### src/rtl/fwd_hazard_scoreboard_pkg.sv
// Shared types for the forwarding / load-use hazard unit: register index,
// scoreboard entry layout, stall FSM states and the entry match rule.
package fwd_hazard_scoreboard_pkg;

    localparam int REG_BITS = 5;

    typedef logic [REG_BITS-1:0] regbits_t;

    typedef struct packed {
        logic     valid;
        logic     regwr;
        logic     load;
        regbits_t rd;
    } fwd_entry_t;

    typedef enum logic {
        HZ_IDLE,
        HZ_STALL
    } hz_state_t;

    // Register 0 is hardwired, so it never forwards and never stalls.
    function automatic logic ent_match(input fwd_entry_t e, input regbits_t src);
        return e.valid & e.regwr & (e.rd == src) & (src != '0);
    endfunction

endpackage

### src/rtl/fwd_hazard_scoreboard_if.sv
// Pipeline-side bundle of the hazard unit: EX/ID operand info in,
// forward selects, ID stall and sticky error flag out.
interface fwd_hazard_scoreboard_if #(
    parameter int NSRC = 2,
    parameter int REGW = 5,
    parameter int SELW = 2
);
    logic                 advance;
    logic                 flush;
    logic                 ex_valid;
    logic                 ex_regwr;
    logic                 ex_load;
    logic [REGW-1:0]      ex_rd;
    logic [NSRC*REGW-1:0] ex_src;
    logic                 id_valid;
    logic [NSRC*REGW-1:0] id_src;
    logic [NSRC*SELW-1:0] fwd_sel;
    logic                 stall_id;
    logic                 fwd_err;

    modport master (
        output advance, flush, ex_valid, ex_regwr, ex_load, ex_rd, ex_src,
               id_valid, id_src,
        input  fwd_sel, stall_id, fwd_err
    );

    modport slave (
        input  advance, flush, ex_valid, ex_regwr, ex_load, ex_rd, ex_src,
               id_valid, id_src,
        output fwd_sel, stall_id, fwd_err
    );
endinterface

### src/rtl/fwd_hazard_scoreboard_match.sv
// One source register against all scoreboard entries: youngest-match forward
// select, whether that winner is a not-yet-forwardable load, and the load wait.
module fwd_match_prio
    import fwd_hazard_scoreboard_pkg::*;
#(
    parameter int DEPTH    = 3,
    parameter int LOAD_RDY = 1,
    parameter int SELW     = $clog2(DEPTH + 1),
    parameter int CNTW     = $clog2(LOAD_RDY + 2)
) (
    input  regbits_t                 src,
    input  fwd_entry_t [DEPTH-1:0]   entries,
    output logic [SELW-1:0]          sel,
    output logic                     unready,
    output logic [CNTW-1:0]          req
);

    // NOTE: every output gets a default before the loop, so no path leaves one unassigned and no latch is inferred.
    always_comb begin
        sel     = '0;
        unready = 1'b0;
        req     = '0;
        // Walk oldest to youngest so the youngest match overwrites; the youngest
        // load also carries the largest remaining wait.
        for (int k = DEPTH - 1; k >= 0; k--) begin
            if (ent_match(entries[k], src)) begin
                sel     = SELW'(k + 1);
                unready = entries[k].load & (k < LOAD_RDY);
                if (entries[k].load)
                    req = (k < LOAD_RDY - 1) ? CNTW'(LOAD_RDY - k - 1) : '0;
            end
        end
    end

endmodule

### src/rtl/fwd_hazard_scoreboard.sv
// Forwarding and load-use hazard unit: shift-register scoreboard of producers
// past EX, per-operand bypass selects and a counter-based IF/ID stall FSM.
module fwd_hazard_scoreboard
    import fwd_hazard_scoreboard_pkg::*;
#(
    parameter int NSRC     = 2,
    parameter int DEPTH    = 3,
    parameter int REGW     = REG_BITS,
    parameter int LOAD_RDY = 1,
    parameter int SELW     = $clog2(DEPTH + 1),
    parameter int CNTW     = $clog2(LOAD_RDY + 2)
) (
    input logic                    CLK,
    input logic                    nRST,
    fwd_hazard_scoreboard_if.slave hz
);

    fwd_entry_t [DEPTH-1:0]        sb;
    fwd_entry_t                    ex_ent;
    hz_state_t                     state, state_nx;
    logic [CNTW-1:0]               cnt, cnt_nx, need;
    logic                          err_q;
    logic [NSRC-1:0]               ex_unready, id_ex_hit;
    logic [NSRC-1:0][CNTW-1:0]     id_req, ex_req_unused;
    logic [NSRC-1:0][SELW-1:0]     id_sel_unused;
    logic [NSRC-1:0]               id_unready_unused;

    assign ex_ent = '{valid: hz.ex_valid & ~hz.flush, regwr: hz.ex_regwr,
                      load: hz.ex_load, rd: hz.ex_rd};

    for (genvar i = 0; i < NSRC; i++) begin : g_src
        fwd_match_prio #(.DEPTH(DEPTH), .LOAD_RDY(LOAD_RDY), .SELW(SELW), .CNTW(CNTW)) u_ex (
            .src     (hz.ex_src[i*REGW +: REGW]),
            .entries (sb),
            .sel     (hz.fwd_sel[i*SELW +: SELW]),
            .unready (ex_unready[i]),
            .req     (ex_req_unused[i])
        );
        fwd_match_prio #(.DEPTH(DEPTH), .LOAD_RDY(LOAD_RDY), .SELW(SELW), .CNTW(CNTW)) u_id (
            .src     (hz.id_src[i*REGW +: REGW]),
            .entries (sb),
            .sel     (id_sel_unused[i]),
            .unready (id_unready_unused[i]),
            .req     (id_req[i])
        );
        // A load still in EX is the furthest from forwardable (k = -1).
        assign id_ex_hit[i] = ent_match(ex_ent, hz.id_src[i*REGW +: REGW]) & hz.ex_load;
    end

    always_comb begin
        need = '0;
        if (hz.id_valid) begin
            for (int i = 0; i < NSRC; i++) begin
                if (id_ex_hit[i] && CNTW'(LOAD_RDY) > need) need = CNTW'(LOAD_RDY);
                if (id_req[i] > need) need = id_req[i];
            end
        end
    end

    // NOTE: the scoreboard is a handful of flops, not a RAM, so clearing it whole keeps payload bits defined after reset.
    // NOTE: sequential state uses non-blocking assignments so each entry shifts from its pre-edge neighbour.
    always_ff @(posedge CLK) begin
        if (!nRST) begin
            sb <= '0;
        end else if (hz.advance) begin
            sb[0] <= ex_ent;
            for (int k = 1; k < DEPTH; k++) sb[k] <= sb[k-1];
        end
    end

    always_ff @(posedge CLK) begin
        if (!nRST) begin
            state <= HZ_IDLE;
            cnt   <= '0;
            err_q <= 1'b0;
        end else begin
            state <= state_nx;
            cnt   <= cnt_nx;
            if (hz.advance & hz.ex_valid & (|ex_unready)) err_q <= 1'b1;
        end
    end

    // A redirect cancels any stall outright; a freeze holds state and count.
    always_comb begin
        state_nx = state;
        cnt_nx   = cnt;
        if (hz.flush) begin
            state_nx = HZ_IDLE;
            cnt_nx   = '0;
        end else if (hz.advance) begin
            case (state)
                HZ_IDLE: begin
                    if (need > CNTW'(1)) begin
                        state_nx = HZ_STALL;
                        cnt_nx   = need - CNTW'(1);
                    end
                end
                HZ_STALL: begin
                    cnt_nx = cnt - CNTW'(1);
                    if (cnt <= CNTW'(1)) state_nx = HZ_IDLE;
                end
                default: state_nx = HZ_IDLE;
            endcase
        end
    end

    always_comb begin
        hz.stall_id = 1'b0;
        if (!hz.flush) hz.stall_id = (state == HZ_STALL) || (need != '0);
    end

    assign hz.fwd_err = err_q;

endmodule

### src/flat_wrapper.sv
// flat-port wrapper written by rule: the top's interface ports become plain ports
module fwd_hazard_scoreboard_flat import fwd_hazard_scoreboard_pkg::*;
#(
    parameter int NSRC     = 2,
    parameter int DEPTH    = 3,
    parameter int REGW     = REG_BITS,
    parameter int LOAD_RDY = 1,
    parameter int SELW     = $clog2(DEPTH + 1),
    parameter int CNTW     = $clog2(LOAD_RDY + 2)
)
  (CLK, nRST, hz_advance, hz_flush, hz_ex_valid, hz_ex_regwr, hz_ex_load, hz_ex_rd, hz_ex_src, hz_id_valid, hz_id_src, hz_fwd_sel, hz_stall_id, hz_fwd_err);
  fwd_hazard_scoreboard_if #(.NSRC(NSRC), .REGW(REGW), .SELW(SELW)) hz_i ();
  input logic CLK;
  input logic nRST;
  input wire logic [$bits(hz_i.advance)-1:0] hz_advance;
  input wire logic [$bits(hz_i.flush)-1:0] hz_flush;
  input wire logic [$bits(hz_i.ex_valid)-1:0] hz_ex_valid;
  input wire logic [$bits(hz_i.ex_regwr)-1:0] hz_ex_regwr;
  input wire logic [$bits(hz_i.ex_load)-1:0] hz_ex_load;
  input wire logic [$bits(hz_i.ex_rd)-1:0] hz_ex_rd;
  input wire logic [$bits(hz_i.ex_src)-1:0] hz_ex_src;
  input wire logic [$bits(hz_i.id_valid)-1:0] hz_id_valid;
  input wire logic [$bits(hz_i.id_src)-1:0] hz_id_src;
  output wire logic [$bits(hz_i.fwd_sel)-1:0] hz_fwd_sel;
  output wire logic [$bits(hz_i.stall_id)-1:0] hz_stall_id;
  output wire logic [$bits(hz_i.fwd_err)-1:0] hz_fwd_err;
  assign hz_i.advance = hz_advance;
  assign hz_i.flush = hz_flush;
  assign hz_i.ex_valid = hz_ex_valid;
  assign hz_i.ex_regwr = hz_ex_regwr;
  assign hz_i.ex_load = hz_ex_load;
  assign hz_i.ex_rd = hz_ex_rd;
  assign hz_i.ex_src = hz_ex_src;
  assign hz_i.id_valid = hz_id_valid;
  assign hz_i.id_src = hz_id_src;
  assign hz_fwd_sel = hz_i.fwd_sel;
  assign hz_stall_id = hz_i.stall_id;
  assign hz_fwd_err = hz_i.fwd_err;
  fwd_hazard_scoreboard #(.NSRC(NSRC), .DEPTH(DEPTH), .REGW(REGW), .LOAD_RDY(LOAD_RDY), .SELW(SELW), .CNTW(CNTW)) u_core (.CLK(CLK), .nRST(nRST), .hz(hz_i));
endmodule
### config.mk
export PLATFORM = sky130hd
export DESIGN_NAME = fwd_hazard_scoreboard_flat
export DESIGN_NICKNAME = d
export VERILOG_FILES = /design/src/rtl/fwd_hazard_scoreboard_pkg.sv /design/src/rtl/fwd_hazard_scoreboard_if.sv /design/src/rtl/fwd_hazard_scoreboard_match.sv /design/src/rtl/fwd_hazard_scoreboard.sv /design/src/flat_wrapper.sv
export SDC_FILE = /design/constraint.sdc
export NUM_CORES = 1
export LEC_CHECK = 0
export CAP_MARGIN = 20
export CELL_PAD_IN_SITES_DETAIL_PLACEMENT = 1
export CELL_PAD_IN_SITES_GLOBAL_PLACEMENT = 2
export CORE_UTILIZATION = 26
export CTS_CLUSTER_SIZE = 28
export DETAILED_ROUTE_END_ITERATION = 7
export GPL_ROUTABILITY_DRIVEN = 0
export MAX_ROUTING_LAYER = met4
export PLACE_DENSITY = 0.81
export SLEW_MARGIN = 20
export SYNTH_ARGS = -nofsm -noshare
export SYNTH_HDL_FRONTEND = slang
export SYNTH_SLANG_ARGS = --single-unit
### constraint.sdc
create_clock -name CLK -period 1.07 [get_ports CLK]
set_input_delay 0.107 -clock CLK [delete_from_list [all_inputs] [get_ports CLK]]
set_output_delay 0.107 -clock CLK [all_outputs]
set_load 0.01 [all_outputs]
Word-level counts from Yosys, hierarchy flattened
Index checks and enable logic that the tools add are counted.
{"block": "word_totals", "regBits": 26, "out_inout_bits": 6, "wordCells": 89}
{"block": "op_classes", "addsub": 2, "magnitude_cmp": 5, "n_eq_ne": 9, "mux": 22, "bitwise_logic": 28, "reduce_logical": 10}
{"cell": "$eq A5 B5 Y1", "count": 8}
{"cell": "$mux W2", "count": 14}
{"cell": "$and A1 B1 Y1", "count": 25}
{"cell": "$reduce_bool A5 Y1", "count": 4}
{"cell": "$gt A1 B2 Y1 const A", "count": 3}
{"cell": "$mux W1", "count": 6}
{"cell": "$pmux W2 S2", "count": 1}
{"cell": "$reduce_or A2 Y1", "count": 2}
{"cell": "$sub A2 B1 Y2 const B", "count": 2}
{"cell": "$not A1 Y1", "count": 3}
{"cell": "$gt A2 B1 Y1 const B", "count": 1}
{"cell": "$le A2 B1 Y1 const B", "count": 1}
{"cell": "$ne A2 B1 Y1 const B", "count": 1}
{"cell": "$pmux W1 S2", "count": 1}
{"cell": "$reduce_and A2 Y1", "count": 1}
{"cell": "$reduce_bool A2 Y1", "count": 1}
{"cell": "$logic_and A1 B1 Y1", "count": 1}
{"cell": "$logic_or A1 B1 Y1", "count": 1}

Logic depth before layout (Yosys ltp)
{"block": "depth", "ltp_word": 21, "depth_mapped": 5, "ltp_nobuf": 4}

By module
A second synthesis with hierarchy kept.
{"block": "hier_totals", "hier_cells": 303, "area_unflattened_um2": 2618.8}
{"module": "fwd_hazard_scoreboard", "instances": 1, "cells_each": 151, "area_each_um2": 1502.7}
{"module": "fwd_match_prio", "instances": 4, "cells_each": 38, "area_each_um2": 279.0}

Worst setup path before layout
Ideal clock, no wire load.
{"block": "synth_timing", "kind": "register -> output", "start": "register u_core.sb[12] (netlist name)", "end": "output port hz_fwd_sel[3]", "t_arrival_ps": 1171, "required_ps": 963, "slack_ps": -208, "path_stages_with_launch": 5, "path_buffers": 0, "cell_sequence": "dfxtp_1 > xor2_1 > nor4_2 > nand3_1 > a21boi_0"}
{"block": "synth_between", "elab_chain_cells": 5}
{"item": "start, declared", "line": "fwd_hazard_scoreboard.sv:18", "source": "fwd_entry_t [DEPTH-1:0] sb;"}
{"item": "$eq A5 B5 Y1", "line": "fwd_hazard_scoreboard_pkg.sv:23", "source": "return e.valid & e.regwr & (e.rd == src) & (src != '0);"}
{"item": "$and A1 B1 Y1 (2 in series)", "line": "fwd_hazard_scoreboard_pkg.sv:23"}
{"item": "$mux W2 (2 in series)", "line": "fwd_hazard_scoreboard_match.sv:26", "source": "if (ent_match(entries[k], src)) begin"}
{"item": "end, declared", "line": "flat_wrapper.sv:24", "source": "output wire logic [$bits(hz_i.fwd_sel)-1:0] hz_fwd_sel;"}
Every way passes these cells.

Final worst setup path
{"block": "layout_timing", "start": "register u_core.sb[2] (netlist name)", "end": "output port hz_fwd_sel[3]"}
{"block": "layout_between", "elab_chain_cells": 4}
{"item": "$eq A5 B5 Y1", "line": "fwd_hazard_scoreboard_pkg.sv:23"}
{"item": "$and A1 B1 Y1 (2 in series)", "line": "fwd_hazard_scoreboard_pkg.sv:23"}
{"item": "$mux W2", "line": "fwd_hazard_scoreboard_match.sv:26"}
Every way passes these cells.

==> out/metrics.cfg <==
[routing]
num_vias = 1547
routed_wl_um = 5040
via_per_inst = 4.618
wl_per_cell_um = 15.04
final_antenna_net_count = 0
dr.pass1.iters = 4
drc_errors = 0
drt_iter0_markers = 51

[placed_design]
dp_slack_ns = -1.081
postPlaceCellArea_mm2 = 0.002421
dp_hpwl_um = 3823
io_buffers = 38
dp_cells = 327

[power_and_ir_drop]
p_int_mw = 1.793
p_leak_nw = 1.150
p_seq_share_pct = 42.9
p_sw_share_pct = 24.87
p_comb_share_pct = 22.6
p_sw_uw = 593.6
ir_worst_vdd_mv = 0.5638
pwr-share-clk_pct = 34.5
powerDensity_mw_per_mm2 = 924.9

[worst_setup_path]
reg2reg_depth = 7
r2r-end = u_core.hz.fwd_err
r2r_slack_ns = -0.50
criticalPathCategory = flop to output pin
path_max_fanout = 3
critical_path_required_ns = 0.96
r2r-start = u_core.sb[2]
end_kind = output pin
critPathLaunchType = flop
critPathArrivalTime_ns = 1.57

[logic_synthesis]
yosysSeqAreaShare_pct = 32.32
ys_types = 34
avgSynthCellArea_um2 = 9.149
syn_area_mm2 = 0.001610
yosysWarningCount = 0
postSynthCellCount = 176
synth_nets = 210
synth_top_cell_area_share_pct = 32.32
synth-seq-cells = 26
yosys.area.top_type = dfxtp_1
synthTopCellsByArea = dfxtp_1 (32%), xor2_1 (16%), mux2i_1 (13%)

[final_layout]
fin_cells = 335
layout.nets = 295
synthToLayoutAreaGrowth_pct = 60.22
final_layout_size_suffix_gt1_share_pct = 40.00
final_area_mm2 = 0.002580
antennaDiodeCount = 0

[run]
maxCapViolations = 0

[global_route]
antenna_found_initial = 0
grt_max_degree = 28
grt_overflow = 0
grt_first_pass_wirelength_um = 8086
grt.total_usage_pct = 16.92
grt_pass1_vias = 1613

[die]
die_y_um = 80.70
fp.dieArea_mm2 = 0.006512
ios = 39
coreArea_mm2 = 0.005956
die_w_um = 80.70
initial_core_util_pct = 27.04
fp-row-count = 28

[worst_hold_path]
hold_class = input port to flop
whs_path_depth = 4
min_from = hz_ex_rd[3]
hold_end = u_core.sb[3]

[cts]
numCtsBuffers = 3
clk_pin_slew_worst_paths_ns = 0.09
cts_sinks = 26
cts_tree = done
cts_root_buf = clkbuf_8
htreeDepth = 1
clk_latency_ns = 0.28
clk_path_buf_depth = 2

[sta]
rsz0062_at_grt = true
drv_slew = 0
max_freq_mhz = 596.3
setup_violations = 6
clock_skew_ns = 0.01090
min_period_over_period_pct = 156.7
tightest_slew_ns = 0.3462
setup-tns-final_ns = -3.102
slew_headroom_pct = 76.71
finalCriticalPeriod_ns = 1.677
hold_violations = 0
timing.final.ws_setup_ns = -0.6070

[run_status]
status = finished with violations
violations = setup timing

==> state kept, by name (all words and copies together) (netlist names) <==
signal and cells:
u_core.sb 22, u_core.state 1, u_core.cnt 2, u_core.hz.fwd_err 1
==> synthesized netlist by cell type <==
| cell | count |
|---|---|
| o31ai_2 | 1 |
| nor4_1 | 8 |
| nand2b_1 | 3 |
| xor2_1 | 30 |
| a222oi_1 | 1 |
| inv_1 | 5 |
| a31oi_1 | 1 |
| a21boi_0 | 2 |
| mux2i_1 | 21 |
| inv_2 | 1 |
| nand3_1 | 3 |
| o21ai_1 | 1 |
| nor4_2 | 2 |
| a22oi_1 | 1 |
| nand3b_1 | 1 |
| and4b_1 | 1 |
| o21ai_0 | 5 |
| nor2b_1 | 23 |
| ha_1 | 1 |
| clkbuf_1 | 2 |
| dfxtp_1 | 26 |
| or2_2 | 2 |
| nand4_1 | 5 |
| a21boi_1 | 1 |
| xnor2_1 | 6 |
| a2111oi_2 | 1 |
| a21oi_1 | 1 |
| and4_1 | 1 |
| nor3_1 | 1 |
| buf_2 | 1 |
| nor2_1 | 5 |
| nand2_1 | 9 |
| and3_1 | 2 |
| buf_4 | 2 |
==> worst max-delay path, cell delays in order, from the launching register on <==
cell,delay (ns)
dfxtp_4,0.37
xor2_1,0.17
nor4_2,0.22
nand4_1,0.20
a21boi_2,0.20
buf_2,0.14
==> per-stage QoR <==
stage | total power [mW] | hold WS, ns | util, %
after detailed placement | 1.571 | 0.4596 | 40.65
after global routing | 2.504 | 0.2435 | 43.32
after CTS | 2.372 | 0.4241 | 41.93
after global placement | 1.556 | 0.4458 | 40.65
after floorplan | 1.254 | 0.2350 | -
final | 2.386 | 0.2032 | 43.32
==> power by group through the flow <==
stage / clock [mW] / sequential [mW] / combinational, mW
global route: 0.892 / 1.03 / 0.583
CTS: 0.839 / 1.03 / 0.507
finish: 0.824 / 1.02 / 0.538
global placement: 0 / 1.05 / 0.506
detailed placement: 0 / 1.05 / 0.519
floorplan: 0 / 1.05 / 0.207
==> kinds of logic after synthesis <==
| kind of cell | synth area share, % |
|---|---|
| DFF | 32.32 |
| xor gates and xnor gates | 19.58 |
| buffers and inverters | 3.108 |
| AOI/OAI and AO/OA | 6.759 |
| adders and majority gates | 0.7769 |
| muxes | 13.05 |
| and+or+nand+nor | 24.40 |
==> cell usage in the layout, fill, tap and decap left out, types with 5 or more instances in the layout <==
| cell type | count |
|---|---|
| buf_4 | 47 |
| xor2_1 | 24 |
| nor2b_1 | 23 |
| mux2i_1 | 21 |
| dfxtp_1 | 13 |
| clkdlybuf4s50_1 | 10 |
| nand2_1 | 9 |
| dfxtp_2 | 9 |
| xor2_2 | 6 |
| xnor2_1 | 6 |
| dlygate4sd2_1 | 6 |
| nor2_1 | 5 |
| nor4_1 | 5 |
| nor4_2 | 5 |
| nand4_1 | 5 |
| buf_6 | 5 |
| clkbuf_2 | 5 |
| buf_2 | 5 |
==> timing repair <==
action	CTS	global route
setup buffers	4	1
endpoints found under the setup margin	7	7
gates cloned	0	0
resized for setup	46	59
pin swaps	15	15
hold buffers	0	0
==> layer usage <==
metal / track usage [%] / share of wire, % / vias to the layer above
met2: 28.14 / 51 / 31
met3: 1.932 / 3.2 / 6
li1: - / - / 775
met1: 21.21 / 45 / 735
met5: - / 0 / -
met4: 5.536 / 1.2 / 0
==> worst max path at each step <==
stage | from | end | cells past startpoint
after floorplan | u_core.sb[19] | hz_fwd_sel[1] | 4
after CTS | u_core.sb[19] | hz_fwd_sel[1] | 6
after detailed placement | hz_ex_rd[3] | hz_stall_id | 6
after global routing | u_core.sb[2] | hz_fwd_sel[3] | 5
after global placement | hz_ex_rd[0] | hz_stall_id | 6
final | u_core.sb[2] | hz_fwd_sel[3] | 5
==> layout make-up <==
class	count	area, µm²
clock buffer	3	41.29
timing repair buffer	85	701.9
clock inverter	1	30.03
inverter	6	22.52
multi-input combinational	139	1144
tap	75	93.84
sequential	26	546.8
fill	710	3376
Power figures use the tool's default switching activity.
